**config.mk**
```make
export PLATFORM = sky130hd
export DESIGN_NAME = psg_stereo_dac
export DESIGN_NICKNAME = d
export VERILOG_FILES = /design/src/rtl/psg_pkg.sv /design/src/rtl/psg_sd_mod.sv /design/src/rtl/psg_stereo_dac.sv
export SDC_FILE = /design/constraint.sdc
export NUM_CORES = 1
export LEC_CHECK = 0
export ABC_AREA = 1
export CORE_MARGIN = 8
export CORE_UTILIZATION = 45
export DETAILED_ROUTE_END_ITERATION = 8
export PLACE_DENSITY = 0.67
export SLEW_MARGIN = 10
export SYNTH_ARGS = -nofsm -noshare
export SYNTH_HDL_FRONTEND = slang
export SYNTH_SLANG_ARGS = --single-unit
```
**constraint.sdc**
```tcl
create_clock -name CLK -period 9.3 [get_ports CLK]
set_input_delay 1.395 -clock CLK [delete_from_list [all_inputs] [get_ports CLK]]
set_output_delay 1.395 -clock CLK [all_outputs]
set_load 0.005 [all_outputs]
```
**src/rtl/psg_pkg.sv**
```systemverilog
// rtl/psg_pkg.sv - shared stereo-mode enum, widths, LFSR constants and volume scaler for the PSG DAC
package psg_pkg;

  typedef enum logic [1:0] {
    PSG_MONO = 2'd0,
    PSG_ABC  = 2'd1,
    PSG_ACB  = 2'd2
  } psg_stereo_e;

  localparam int          PSG_PCM_W     = 10;
  localparam int          PSG_ACC_W     = 11;
  localparam logic [15:0] PSG_LFSR_SEED = 16'hACE1;
  // Right-shifting Galois form of x^16+x^14+x^13+x^11+1
  localparam logic [15:0] PSG_LFSR_TAPS = 16'hB400;

  function automatic logic [PSG_PCM_W-1:0] psg_scale(
    input logic [PSG_PCM_W-1:0] mix,
    input logic [3:0]           vol
  );
    logic [4:0]           vol_p1;
    logic [PSG_PCM_W+4:0] prod;
    vol_p1 = {1'b0, vol} + 5'd1;
    prod   = {5'b0, mix} * {{PSG_PCM_W{1'b0}}, vol_p1};
    return PSG_PCM_W'(prod >> 4);
  endfunction

endpackage

```
**src/rtl/psg_sd_mod.sv**
```systemverilog
// rtl/psg_sd_mod.sv - single-channel first-order sigma-delta modulator
module psg_sd_mod
  import psg_pkg::*;
(
  input  logic                 CLK,
  input  logic                 RESET_N,
  input  logic [PSG_PCM_W-1:0] PCM,
  input  logic                 DITHER,
  output logic                 AUDIO
);

  logic [PSG_ACC_W-1:0] acc;

  // The carry bit is dropped every cycle, so the accumulator wraps instead of saturating
  always_ff @(posedge CLK) begin
    if (!RESET_N) begin
      acc   <= '0;
      AUDIO <= 1'b0;
    end else begin
      acc   <= {1'b0, acc[PSG_ACC_W-2:0]} + {1'b0, PCM} + {{(PSG_ACC_W-1){1'b0}}, DITHER};
      AUDIO <= acc[PSG_ACC_W-1];
    end
  end

endmodule

```
**src/rtl/psg_stereo_dac.sv**
```systemverilog
// rtl/psg_stereo_dac.sv - PSG stereo mixer, volume scaler and dual sigma-delta DAC
// Optional dither LFSR enabled by defining PSG_DAC_DITHER_EN.
module psg_stereo_dac
  import psg_pkg::*;
#(
  parameter logic [3:0] VOL_DEFAULT = 4'd15
) (
  input  logic                 CLK,
  input  logic                 RESET_N,
  input  logic                 CE,
  input  logic [7:0]           CHANNEL_A,
  input  logic [7:0]           CHANNEL_B,
  input  logic [7:0]           CHANNEL_C,
  input  logic [1:0]           STEREO,
  input  logic [3:0]           VOL,
  input  logic                 VOL_LD,
  output logic [PSG_PCM_W-1:0] PCM_L,
  output logic [PSG_PCM_W-1:0] PCM_R,
  output logic                 PCM_VALID,
  output logic                 AUDIO_L,
  output logic                 AUDIO_R
);

  logic [7:0]           a_q, b_q, c_q;
  logic [1:0]           mode_q;
  logic                 v1, v2;
  logic [PSG_PCM_W-1:0] mix_l_d, mix_r_d, mix_l_q, mix_r_q;
  logic [PSG_PCM_W-1:0] a_w, b_w, c_w;
  logic [3:0]           vol_q;
  logic                 d_l, d_r;

  assign a_w = {2'b00, a_q};
  assign b_w = {2'b00, b_q};
  assign c_w = {2'b00, c_q};

  // Mode 3 is treated as mono along with mode 0
  always_comb begin
    mix_l_d = a_w + b_w + c_w;
    mix_r_d = a_w + b_w + c_w;
    case (mode_q)
      PSG_ABC: begin
        mix_l_d = (a_w << 1) + b_w;
        mix_r_d = (c_w << 1) + b_w;
      end
      PSG_ACB: begin
        mix_l_d = (a_w << 1) + c_w;
        mix_r_d = (b_w << 1) + c_w;
      end
      default: ;
    endcase
  end

  // Stage 3 reads vol_q before a same-cycle VOL_LD lands, so it sees the old volume
  always_ff @(posedge CLK) begin
    if (!RESET_N) begin
      a_q       <= '0;
      b_q       <= '0;
      c_q       <= '0;
      mode_q    <= '0;
      v1        <= 1'b0;
      v2        <= 1'b0;
      mix_l_q   <= '0;
      mix_r_q   <= '0;
      PCM_L     <= '0;
      PCM_R     <= '0;
      PCM_VALID <= 1'b0;
      vol_q     <= VOL_DEFAULT;
    end else begin
      if (CE) begin
        a_q    <= CHANNEL_A;
        b_q    <= CHANNEL_B;
        c_q    <= CHANNEL_C;
        mode_q <= STEREO;
      end
      v1 <= CE;
      if (v1) begin
        mix_l_q <= mix_l_d;
        mix_r_q <= mix_r_d;
      end
      v2 <= v1;
      if (v2) begin
        PCM_L <= psg_scale(mix_l_q, vol_q);
        PCM_R <= psg_scale(mix_r_q, vol_q);
      end
      PCM_VALID <= v2;
      if (VOL_LD) vol_q <= VOL;
    end
  end

`ifdef PSG_DAC_DITHER_EN
  logic [15:0] lfsr;

  always_ff @(posedge CLK) begin
    if (!RESET_N) lfsr <= PSG_LFSR_SEED;
    else          lfsr <= {1'b0, lfsr[15:1]} ^ ({16{lfsr[0]}} & PSG_LFSR_TAPS);
  end

  assign d_l = lfsr[0];
  assign d_r = lfsr[8];
`else
  assign d_l = 1'b0;
  assign d_r = 1'b0;
`endif

  psg_sd_mod u_sd_l (
    .CLK     (CLK),
    .RESET_N (RESET_N),
    .PCM     (PCM_L),
    .DITHER  (d_l),
    .AUDIO   (AUDIO_L)
  );

  psg_sd_mod u_sd_r (
    .CLK     (CLK),
    .RESET_N (RESET_N),
    .PCM     (PCM_R),
    .DITHER  (d_r),
    .AUDIO   (AUDIO_R)
  );

endmodule
```
### Yosys cells after proc, flatten, opt, wreduce, memory -nomap -nowiden

Cells that the tools add are included.

| operators by class | value |
|---|---|
| add/sub/neg operators | 9 |
| multiply operators | 2 |
| equal/unequal tests | 2 |
| mux-type cells | 2 |

Operators with widths:

| operator | count |
|---|---|
| $add 9x8->10 | 5 |
| $pmux 10 s2 | 2 |
| $mul 10x5->14 | 2 |
| $add 10x10->11 | 2 |
| $add 8x8->9 | 1 |
| $add 4x1->5 const B | 1 |
| $eq 2x1->1 const B | 1 |
| $eq 2x2->1 const B | 1 |

| storage, ports and cells | value |
|---|---|
| register bits after elaboration | 97 |
| input port bits | 34 |
| output and inout port bits | 23 |
| word-level logic and storage cells | 31 |

### Longest topological paths before layout

Gate-level depths: netlist (run 1).

| logic depth | value |
|---|---|
| word-level depth | 3 |
| gate-level depth with buffers | 23 |
| depth with buffers taken out | 22 |

### Hierarchy

From an unflattened synthesis (run 1), not the netlist that was laid out.

| second synthesis, totals | value |
|---|---|
| cell total of the unflattened synthesis | 1363 |
| area total of the unflattened synthesis | 9111.2 um2 |

By module, submodules not included:

| module | instances | cells an instance | area each (um2) | sequential area each (um2) |
|---|---|---|---|---|
| psg_stereo_dac | 1 | 1125 | 7483.4 | 1441.4 |
| psg_sd_mod (u_sd_l) | 1 | 119 | 819.5 | 240.2 |
| psg_sd_mod (u_sd_r) | 1 | 119 | 808.3 | 240.2 |

### Least setup slack after synthesis (run 1)

Ideal clock, no wire load.

| timing path | value |
|---|---|
| path kind | reg2reg |
| start | register vol_q[0] |
| end | register PCM_R[4] |
| library setup time | 0.115 ns |
| arrival | 4.004 ns |
| required time | 9.185 ns |
| path slack | 5.180 ns |
| stages on the path, launching flop included | 21 |
| path buffers | 1 |
| period minus slack after synthesis | 4.120 ns |
| cells stage by stage | dfxtp_1 > ha_1 > nand2_1 > inv_1 > nor2_1 > inv_1 > buf_2 > nor2_1 > fa_1 > fa_1 > inv_1 > fa_1 > inv_1 > ha_1 > a21oi_1 > o21bai_1 > a21o_1 > nand2_1 > nand2_1 > o21ai_0 > inv_1 |

| between the ends | value |
|---|---|
| longest elaborated chain between the ends | 2 |

Ends and longest elaborated chain:

| what | line | source |
|---|---|---|
| from (decl) | psg_stereo_dac.sv:29 | `logic [3:0] vol_q;` |
| from (signal assigned) | psg_stereo_dac.sv:67 | `vol_q <= VOL_DEFAULT;` |
| from (signal assigned) | psg_stereo_dac.sv:86 | `if (VOL_LD) vol_q <= VOL;` |
| $add 4x1->5 | psg_pkg.sv:22 | `vol_p1 = {1'b0, vol} + 5'd1;` |
| $mul 10x5->14 | psg_pkg.sv:23 | `prod = {5'b0, mix} * {{PSG_PCM_W{1'b0}}, vol_p1};` |
| to (signal assigned) | psg_stereo_dac.sv:83 | `PCM_R <= psg_scale(mix_r_q, vol_q);` |
| to (decl) | psg_stereo_dac.sv:18 | `output logic [PSG_PCM_W-1:0] PCM_R,` |

Every way passes these cells.
A chain may end at the register's enable or synchronous reset.

### Final worst setup path (run 1)

| timing path | value |
|---|---|
| start | register vol_q[0] |
| end | register PCM_L[4] |

| between the ends | value |
|---|---|
| longest elaborated chain between the ends | 2 |

Ends and longest elaborated chain:

| what | line | source |
|---|---|---|
| $add 4x1->5 | psg_pkg.sv:22 |  |
| $mul 10x5->14 | psg_pkg.sv:23 |  |
| to (signal assigned) | psg_stereo_dac.sv:82 | `PCM_L <= psg_scale(mix_l_q, vol_q);` |
| to (decl) | psg_stereo_dac.sv:17 | `output logic [PSG_PCM_W-1:0] PCM_L,` |

Every way passes these cells.

==> run metrics, run 1 <==
mux share of post-synthesis cell area=0%; average cell area after synthesis=6.74 um^2; cells along the critical path=ha_1, nand2_1, inv_1, nor2_1, inv_1, nor2_1, fa_1, fa_1, inv_1, fa_1, inv_1, ha_1, a21oi_1, o21bai_1, a21o_1, nand2_1, nand2_1, o21ai_0, inv_1; top_reg_cell synth=dfxtp_1; initial antenna violation count=0; top-area cell type share of the netlist area=21.5%; total number of vias=8207; cts bufs inserted=9; Core Util, Final=51.4%; syn_nets=1507; EDFF count, synth=0; final hold violation count=0; first-pass GRT wire length=37400 um; total chip power=1.26 mW; Synth Instances=1324; GRT overflow=0; Netlist cell types=39; most common cell after layout, fill and taps aside=nand2_1; remaining routing DRC violations=0; Worst slew margin=42.7%; Critical Path Start Type=flop; Final #Nets=1545; drt first pass iters=5; die width=157 um; global placement routability congestion=0.913; vias in the first global route=7823; cts repair resizes=0; worst slew pin tran=0.854 ns; Pwr Density=126 mW/mm^2; # IOs=57; Clk pin slew, worst setup/hold paths=0.08 ns; Post-Route WL=21700 um; Clock Sinks=96; largest net degree at the start of global routing=72; design area=0.0100 mm^2; Post-DP Area=0.00970 mm^2; CP Data Arrival Time=4.95 ns; Fmax achieved=213 MHz; largest family of logic cells by synthesized area=simple AND/OR/NAND/NOR gates; Post-Synthesis Cell Area=0.00893 mm^2; complex-gate fraction of the synthesized area=13.1%; CP Data Required Time=9.55 ns; Initial Util=45.9%; most frequent cells in the layout=nand2_1 (314), inv_1 (241), nor2_1 (161), dfxtp_1 (96), a21oi_1 (94); Max stage delay cell, worst path=fa_1; ANT cells=0; CTS tree=done; setup TNS=0 ns; share of post-route cells with drive strength above 1=2.49%; sequential area share after synthesis=21.5%; Post-Route Skew=0.0121 ns; Skew-Pair Late Insertion Delay=0.35 ns; Setup violations, final=0; Core Area=0.0195 mm^2; outcome=finished, final reports clean; number of post-CTS setup repair buffers=0; maximum clock path buffer count=2; Fill cells=1934; peak per-stage delay on the critical path=0.55 ns; drt initial violations=588; drt via density=5.03; max capacitance violation total=0; count of state elements after synthesis=96; Pleak=5.26 nW; GRT Util Overall=18.5%; worst hold path class=reg2reg; wire length per cell=13.3 um; die area=0.0246 mm^2; Die Y=157 um; Area Overhead vs Synth=12.1%; fin. max-slew vios=0; fin crit share=50.5%; yosys warns=0; Post-Synth XOR/XNOR Area=1.18%; Worst Path Class, Setup=reg2reg; Simple-Gate Fraction of Synth Area=26.7%; placed wire-length estimate=17300 um; htree depth=3; RSZ-0062 raised after global routing=no; fraction of registers with async set/reset=0%; crit path time final=4.70 ns; largest area contributor in the netlist=dfxtp_1; PortBufs=56; VDD IR max=0.0000879 V; # hold bufs at CTS=0; ranking of synthesized cells by area=dfxtp_1 (22%), nand2_1 (13%), fa_1 (13%), ha_1 (13%), inv_1 (10%); Worst Setup End Kind=flop; worst-path maximum fanout=13; Antenna Nets Post-Route=0; cell row count=51; Crit path top cell by count=inv_1; Root Buffer Master=clkbuf_16; post-synthesis adder-cell area fraction=25.8%
path summary, 6_finish.rpt:
path / startpoint / endpoint / slack, ns / depth (start not counted)
worst min register to register: u_sd_r.acc[10] / u_sd_r.AUDIO / 0.42 / 2
worst min-delay path: u_sd_r.acc[10] / u_sd_r.AUDIO / 0.42 / 2
worst max register to register: vol_q[0] / PCM_L[4] / 4.60 / 19
worst max-delay path: vol_q[0] / PCM_L[4] / 4.60 / 19
registers in the layout (all words and copies together) (netlist names):
signal,cells
u_sd_l.AUDIO,1
v2,1
u_sd_r.AUDIO,1
c_q,8
mix_l_q,10
u_sd_l.acc,11
PCM_L,10
PCM_VALID,1
PCM_R,10
u_sd_r.acc,11
mode_q,2
v1,1
mix_r_q,9
vol_q,4
b_q,8
a_q,8
Yosys cell counts (3+ instances only):
master / instances
nand2_1: 314
dfxtp_1: 96
a221oi_1: 5
inv_1: 241
buf_2: 5
a31oi_1: 5
a21oi_1: 94
ha_1: 91
a21o_1: 3
nand4_1: 15
nor3_1: 4
xnor2_1: 4
fa_1: 58
o21bai_1: 4
nand3b_1: 8
clkbuf_1: 23
nand3_1: 70
o21ai_0: 80
o22ai_1: 3
nor2_1: 161
xor2_1: 8
nand2_2: 3
power breakdown:
| group | switching [mW] | internal [mW] |
|---|---|---|
| clock network | 0.177 | 0.207 |
| registers | 0.0314 | 0.439 |
| logic | 0.250 | 0.152 |
| total | 0.458 | 0.798 |
critical path, delay by kind of cell (launching register included):
family | cells | cell delay [ns]
compound gates | 4 | 0.74
flops | 1 | 0.36
simple gates | 5 | 0.84
buf+inv | 5 | 0.55
fa+ha+maj | 5 | 2.10
per-stage QoR:
| step | hold slack, ns | instances | setup slack (ns) |
|---|---|---|---|
| finish | 0.419 | 1632 | 4.60 |
| global route | 0.454 | 1632 | 4.25 |
| CTS | 0.420 | 1632 | 4.65 |
| detailed placement | 0.403 | 1616 | 4.71 |
| global placement | 0.395 | 1616 | 4.91 |
| floorplan | 0.390 | 1324 | 5.18 |
kinds of logic (layout without fill, tap and decap cells):
group           after synthesis  count (layout)
simple gates                581             581
buf+inv                     276             319
compound gates              210             210
fa+ha+maj                   149             149
flops                        96              96
xor+xnor                     12              12
cell type report:
class	instances	area (um^2)	share of cell area (%)
Multi-Input combinational cell	952	5960	59.5
Sequential cell	96	1920	19.2
Inverter	244	916	9.15
Timing Repair Buffer	59	578	5.78
Tap cell	265	332	3.31
Clock buffer	12	267	2.66
Clock inverter	4	36.3	0.363
routing by layer:
metal  part of all wire, %  vias up  global-route usage [%]
met5                     0        -                       0
met4                  0.95        0                    4.03
met2                    45      211                    29.9
met3                   5.3       16                    2.32
li1                      -     4258                       -
met1                    49     3722                    25.7
Note: power is estimated with default switching activity, not from simulation.
==> run 2: changes to the inputs <==
clock period = 4.5 ns   (was 9.3 ns; I/O delays follow)
==> run metrics, run 2 (synthesized netlist as in run 1, its figures left out) <==
outcome=finished, final reports clean; placed wire-length estimate=17400 um (+0.50%); Area Overhead vs Synth=13.1%; final hold violation count=0 (unchanged); worst r2r src=vol_q[0]; CTS tree=done; worst-path maximum fanout=7 (-6); initial antenna violation count=0 (unchanged); # IOs=57 (unchanged); first-pass GRT wire length=37800 um (+1.1%); filler-free cell count of the finished design=1641 (+0.55%); Fmax achieved=240 MHz (+13%); largest net degree at the start of global routing=71 (-1.4%); Worst Hold End=u_sd_r.AUDIO; cts bufs inserted=9 (unchanged); CP Data Arrival Time=4.42 ns (-0.53 ns); drt initial violations=515 (-12%); Multi-input gate area=0.00599 mm^2 (+0.57%); fin. max-slew vios=0 (unchanged); GRT Util Overall=18.7% (+0.24 points); Antenna Nets Post-Route=0 (unchanged); Post-Route Skew=0.0111 ns (-0.00100 ns); wire length per cell=13.2 um (-0.66%); vias in the first global route=8019 (+2.5%); Pleak=5.28 nW (+0.43%); RR Endpoint=PCM_L[8]; Post-DP Area=0.00974 mm^2 (+0.36%); Critical Path Start Type=flop; most frequent cells in the layout=nand2_1 (313), inv_1 (239), nor2_1 (157), dfxtp_1 (94), ha_1 (90); remaining routing DRC violations=0 (unchanged); Post-Route WL=21700 um (-0.12%); R2R setup slack=0.34 ns (-4.26 ns); # hold bufs at CTS=0 (unchanged); Clk pin slew, worst setup/hold paths=0.07 ns (about the same); worst slew pin tran=0.831 ns (-0.0235 ns); Worst slew margin=44.3% (+1.6 points); Setup violations, final=0 (unchanged); global placement routability congestion=0.914 (+0.15%); # placed instances=1619 (+0.19%); Clock Sinks=96 (unchanged); GRT overflow=0 (unchanged); ANT cells=0 (unchanged); Die Y=157 um (unchanged); most common cell after layout, fill and taps aside=nand2_1; Fill cells=1962 (+1.4%); Pwr Density=253 mW/mm^2 (+100%); register area=0.00192 mm^2 (+0.13%); PortBufs=56 (unchanged); htree depth=3 (unchanged); Final #Nets=1555 (+0.65%); WHS Path Cells=2 (unchanged); cell row count=51 (unchanged); max capacitance violation total=0 (unchanged); VDD IR max=0.000177 V (+100%); die width=157 um (unchanged); largest registers=u_sd_l.acc: 11 flops, u_sd_r.acc: 11 flops; drt first pass iters=7 (+2); RSZ-0062 raised after global routing=yes; Hold Startpoint=u_sd_r.acc[10]; drt via density=5.03 (about the same); worst hold path class=reg2reg; maximum clock path buffer count=2 (unchanged); R2R depth=22 (+3); die area=0.0246 mm^2 (unchanged); Worst Path Class, Setup=reg2reg; Skew-Pair Late Insertion Delay=0.36 ns (about the same); CP Data Required Time=4.76 ns (-4.79 ns); Core Area=0.0195 mm^2 (unchanged); Initial Util=45.9% (unchanged); crit path time final=4.16 ns (-0.536 ns); Worst Setup End Kind=flop; fin crit share=92.4% (+42 points); design area=0.0101 mm^2 (+0.93%); share of post-route cells with drive strength above 1=4.22% (+1.7 points); total number of vias=8252 (+0.55%); Root Buffer Master=clkbuf_16
==> run 2: cell types whose count changed in the layout (fill, tap and decap cells not counted), sizes merged <==
cell / previous run / this run
buf: 4 / 14
clkinvlp: 1 / 4
inv: 244 / 243
clkbuf: 12 / 9
==> run 2: metal layers <==
layer | global-route usage (%) | share of wire (%) | vias to the layer above
met5 | 0 | 0 | -
met4 | 4.99 | 0.98 | 0
met3 | 2.98 | 4.3 | 11
met2 | 29.2 | 44 | 159
met1 | 26.2 | 50 | 3798
li1 | - | - | 4284
==> run 2: worst max path at each step <==
stage	to	start	cells past startpoint
after floorplan	PCM_R[4]	vol_q[0]	20
after global placement	PCM_R[7]	vol_q[0]	19
after detailed placement	PCM_L[4]	vol_q[0]	18
after CTS	PCM_L[4]	vol_q[0]	18
after global routing	PCM_R[7]	vol_q[0]	19
final	PCM_L[8]	vol_q[0]	22
==> run 2: repair_timing <==
action,4_1_cts,5_1_grt
resized for setup,0,17
endpoints found under the setup margin,0,14
buffers inserted,0,7
==> run 2: worst max-delay path, stage by stage (launching register included) <==
cell and delay (ns):
dfxtp_2 0.38, ha_1 0.18, nand2_1 0.10, nor2_4 0.21, buf_4 0.17, nand2_1 0.08, fa_1 0.53, inv_1 0.05
fa_1 0.52, inv_1 0.05, fa_1 0.52, inv_1 0.04, ha_1 0.37, nand2_1 0.10, nand2_1 0.06, nand2_1 0.05
o21ai_0 0.07, nor2_1 0.20, nand3_1 0.10, nand2_1 0.06, nand3_1 0.09, nand2_1 0.08, inv_1 0.03
==> run 2: power by group <==
part	internal (mW)	switching [mW]	total [mW]
Sequential	0.908	0.0637	0.972
Combinational	0.333	0.528	0.861
Clock	0.374	0.350	0.724
Total	1.61	0.942	2.56
==> run 2: per-stage QoR <==
step                worst slack, ns  hold WS (ns)  utilization (%)  setup TNS [ns]  total power [mW]
finish                        0.340         0.417             51.9               0              2.56
global route                -0.0351         0.431             51.9         -0.0423              2.76
CTS                           0.121         0.423             51.4               0              2.55
detailed placement            0.122         0.405             50.0               0              1.83
global placement              0.203         0.398             50.0               0              1.82
floorplan                     0.380         0.390                -               0              1.59
==> run 2: layout make-up <==
cell class	count	area share, %
Inverter	244	9.11
Clock inverter	6	0.446
Timing Repair Buffer	69	6.57
Tap cell	265	3.28
Multi-Input combinational cell	952	59.3
Clock buffer	9	2.23
Sequential cell	96	19.1
==> run 3: changes to the inputs <==
CORE_UTILIZATION = 40   (was 45)
PLACE_DENSITY = 0.62   (was 0.67)
==> run metrics, run 3 (synthesized netlist as in run 1, its figures left out) <==
outcome=finished, final reports clean; switching share of power=36.7% (-0.19 points); first-pass GRT wire length=38500 um (+1.8%); # IOs=57 (unchanged); VDD IR max=0.000153 V (-14%); register share of total power=38.0% (about the same); # placed instances=1634 (+0.93%); final hold violation count=0 (unchanged); maximum clock path buffer count=2 (unchanged); placed wire-length estimate=18200 um (+4.5%); CP Data Arrival Time=4.45 ns (+0.03 ns); Root Buffer Master=clkbuf_16; pre-CTS WS=0.164 ns (+0.0423 ns); total chip power=2.57 mW (+0.42%); most frequent cells in the layout=nand2_1 (314), inv_1 (239), nor2_1 (161), dfxtp_1 (95), a21oi_1 (93); worst slew pin tran=0.720 ns (-0.110 ns); GRT Util Overall=17.1% (-1.6 points); wire length per cell=13.6 um (+2.9%); share of post-route cells with drive strength above 1=3.35% (-0.87 points); Pleak=5.28 nW (about the same); Post-Route WL=22500 um (+3.7%); Core Area=0.0219 mm^2 (+12%); worst hold path class=reg2reg; Worst slew margin=52.0% (+7.7 points); max capacitance violation total=0 (unchanged); Antenna Nets Post-Route=0 (unchanged); drt first pass iters=5 (-2); Fmax achieved=238 MHz (-1.0%); remaining routing DRC violations=0 (unchanged); Post-Route Skew=0.0128 ns (+0.00173 ns); Worst Setup End Kind=flop; ANT cells=0 (unchanged); Skew-Pair Late Insertion Delay=0.35 ns (about the same); combinational power share=33.2% (-0.5 points); Final #Nets=1553 (-0.13%); most common cell after layout, fill and taps aside=nand2_1; Psw=941 uW (-0.10%); die width=165 um (+5.4%); Pwr Density=255 mW/mm^2 (+0.69%); Worst Path Class, Setup=reg2reg; Area Overhead vs Synth=12.8%; Min Hold Slack=0.417 ns (+0.000277 ns); post-route setup slack=0.297 ns (-0.0434 ns); die area=0.0274 mm^2 (+11%); cell row count=54 (+5.9%); vias in the first global route=7986 (-0.41%); htree depth=3 (unchanged); fin crit share=93.4% (+0.97 points); global placement routability congestion=0.868 (-5.0%); total number of vias=8296 (+0.53%); Setup violations, final=0 (unchanged); worst-path maximum fanout=6 (-1); fin. max-slew vios=0 (unchanged); setup TNS=0 ns (unchanged); Critical Path Start Type=flop; Core Util, Final=46.0% (-5.9 points); Clock Power Share=28.8% (+0.5 points); filler-free cell count of the finished design=1655 (+0.85%); Post-DP Area=0.00975 mm^2 (about the same); Cell Int Power=1.63 mW (+0.73%); PortBufs=56 (unchanged); CP Data Required Time=4.75 ns (about the same); drt initial violations=475 (-7.8%); crit path time final=4.20 ns (+0.0434 ns); cts bufs inserted=9 (unchanged); initial antenna violation count=0 (unchanged); Clock Sinks=96 (unchanged); Clk pin slew, worst setup/hold paths=0.08 ns (about the same); Die Y=165 um (+5.4%); largest registers=u_sd_l.acc: 11 flops, u_sd_r.acc: 11 flops; drt via density=5.01 (-0.32%); CTS tree=done; design area=0.0101 mm^2 (-0.26%); largest net degree at the start of global routing=71 (unchanged); Initial Util=40.8% (-5.1 points); GRT overflow=0 (unchanged)
[run 3: cell types whose count changed in the layout (fill, tap and decap cells not counted), sizes merged]
cell      before  now
buf           14   12
clkbuf         9   10
clkinv         3    4
clkinvlp       4    3
[run 3: power groups by stage]
stage | clock, mW | combinational [mW] | sequential [mW]
5_1_grt | 0.801 | 0.982 | 0.985
4_1_cts | 0.770 | 0.846 | 0.976
3_3_place_gp | 0 | 0.832 | 0.995
2_1_floorplan | 0 | 0.622 | 0.968
3_5_place_dp | 0 | 0.841 | 0.995
6_report | 0.740 | 0.852 | 0.975
[run 3: cell type report]
| type | instances | area (um^2) |
|---|---|---|
| Fill cell | 2310 | 11800 |
| Multi-Input combinational cell | 952 | 5960 |
| Sequential cell | 96 | 1920 |
| Inverter | 244 | 920 |
| Timing Repair Buffer | 67 | 638 |
| Tap cell | 280 | 350 |
| Clock buffer | 10 | 239 |
| Clock inverter | 6 | 42.5 |
[run 3: repair_timing]
| action | CTS | global route |
|---|---|---|
| endpoints found under the setup margin | 0 | 12 |
| gates resized for setup | 0 | 4 |
| setup buffers | 0 | 5 |
| hold buffers | 0 | 0 |
[run 3: worst max-delay path, cell delays in order (launching register included)]
cell and delay, ns:
dfxtp_2 0.38, ha_1 0.19, nand2_1 0.11, nor2_4 0.19
clkinvlp_4 0.11, buf_4 0.16, nor2_1 0.14, fa_1 0.44
fa_1 0.55, inv_1 0.06, fa_1 0.53, inv_1 0.04
ha_1 0.34, a21oi_1 0.20, o21ai_0 0.16, a21oi_1 0.21
nand2_1 0.07, nand2_1 0.06, nand3_1 0.06, nand2_1 0.08
inv_1 0.03
[run 3: metal layers]
| metal | vias to the layer above | wire (um) | GRT usage [%] |
|---|---|---|---|
| met2 | 175 | 10000 | 27.2 |
| met3 | 16 | 801 | 2.11 |
| met4 | 0 | 263 | 3.90 |
| li1 | 4270 | - | - |
| met5 | - | 0 | 0 |
| met1 | 3835 | 11400 | 24.4 |
[run 3: worst paths after layout]
check | from | to | slack (ns) | cells past startpoint
setup / recovery | vol_q[0] | PCM_R[9] | 0.30 | 20
setup reg to reg | vol_q[0] | PCM_R[9] | 0.30 | 20
hold / removal | u_sd_r.acc[10] | u_sd_r.AUDIO | 0.42 | 2
hold reg to reg | u_sd_r.acc[10] | u_sd_r.AUDIO | 0.42 | 2
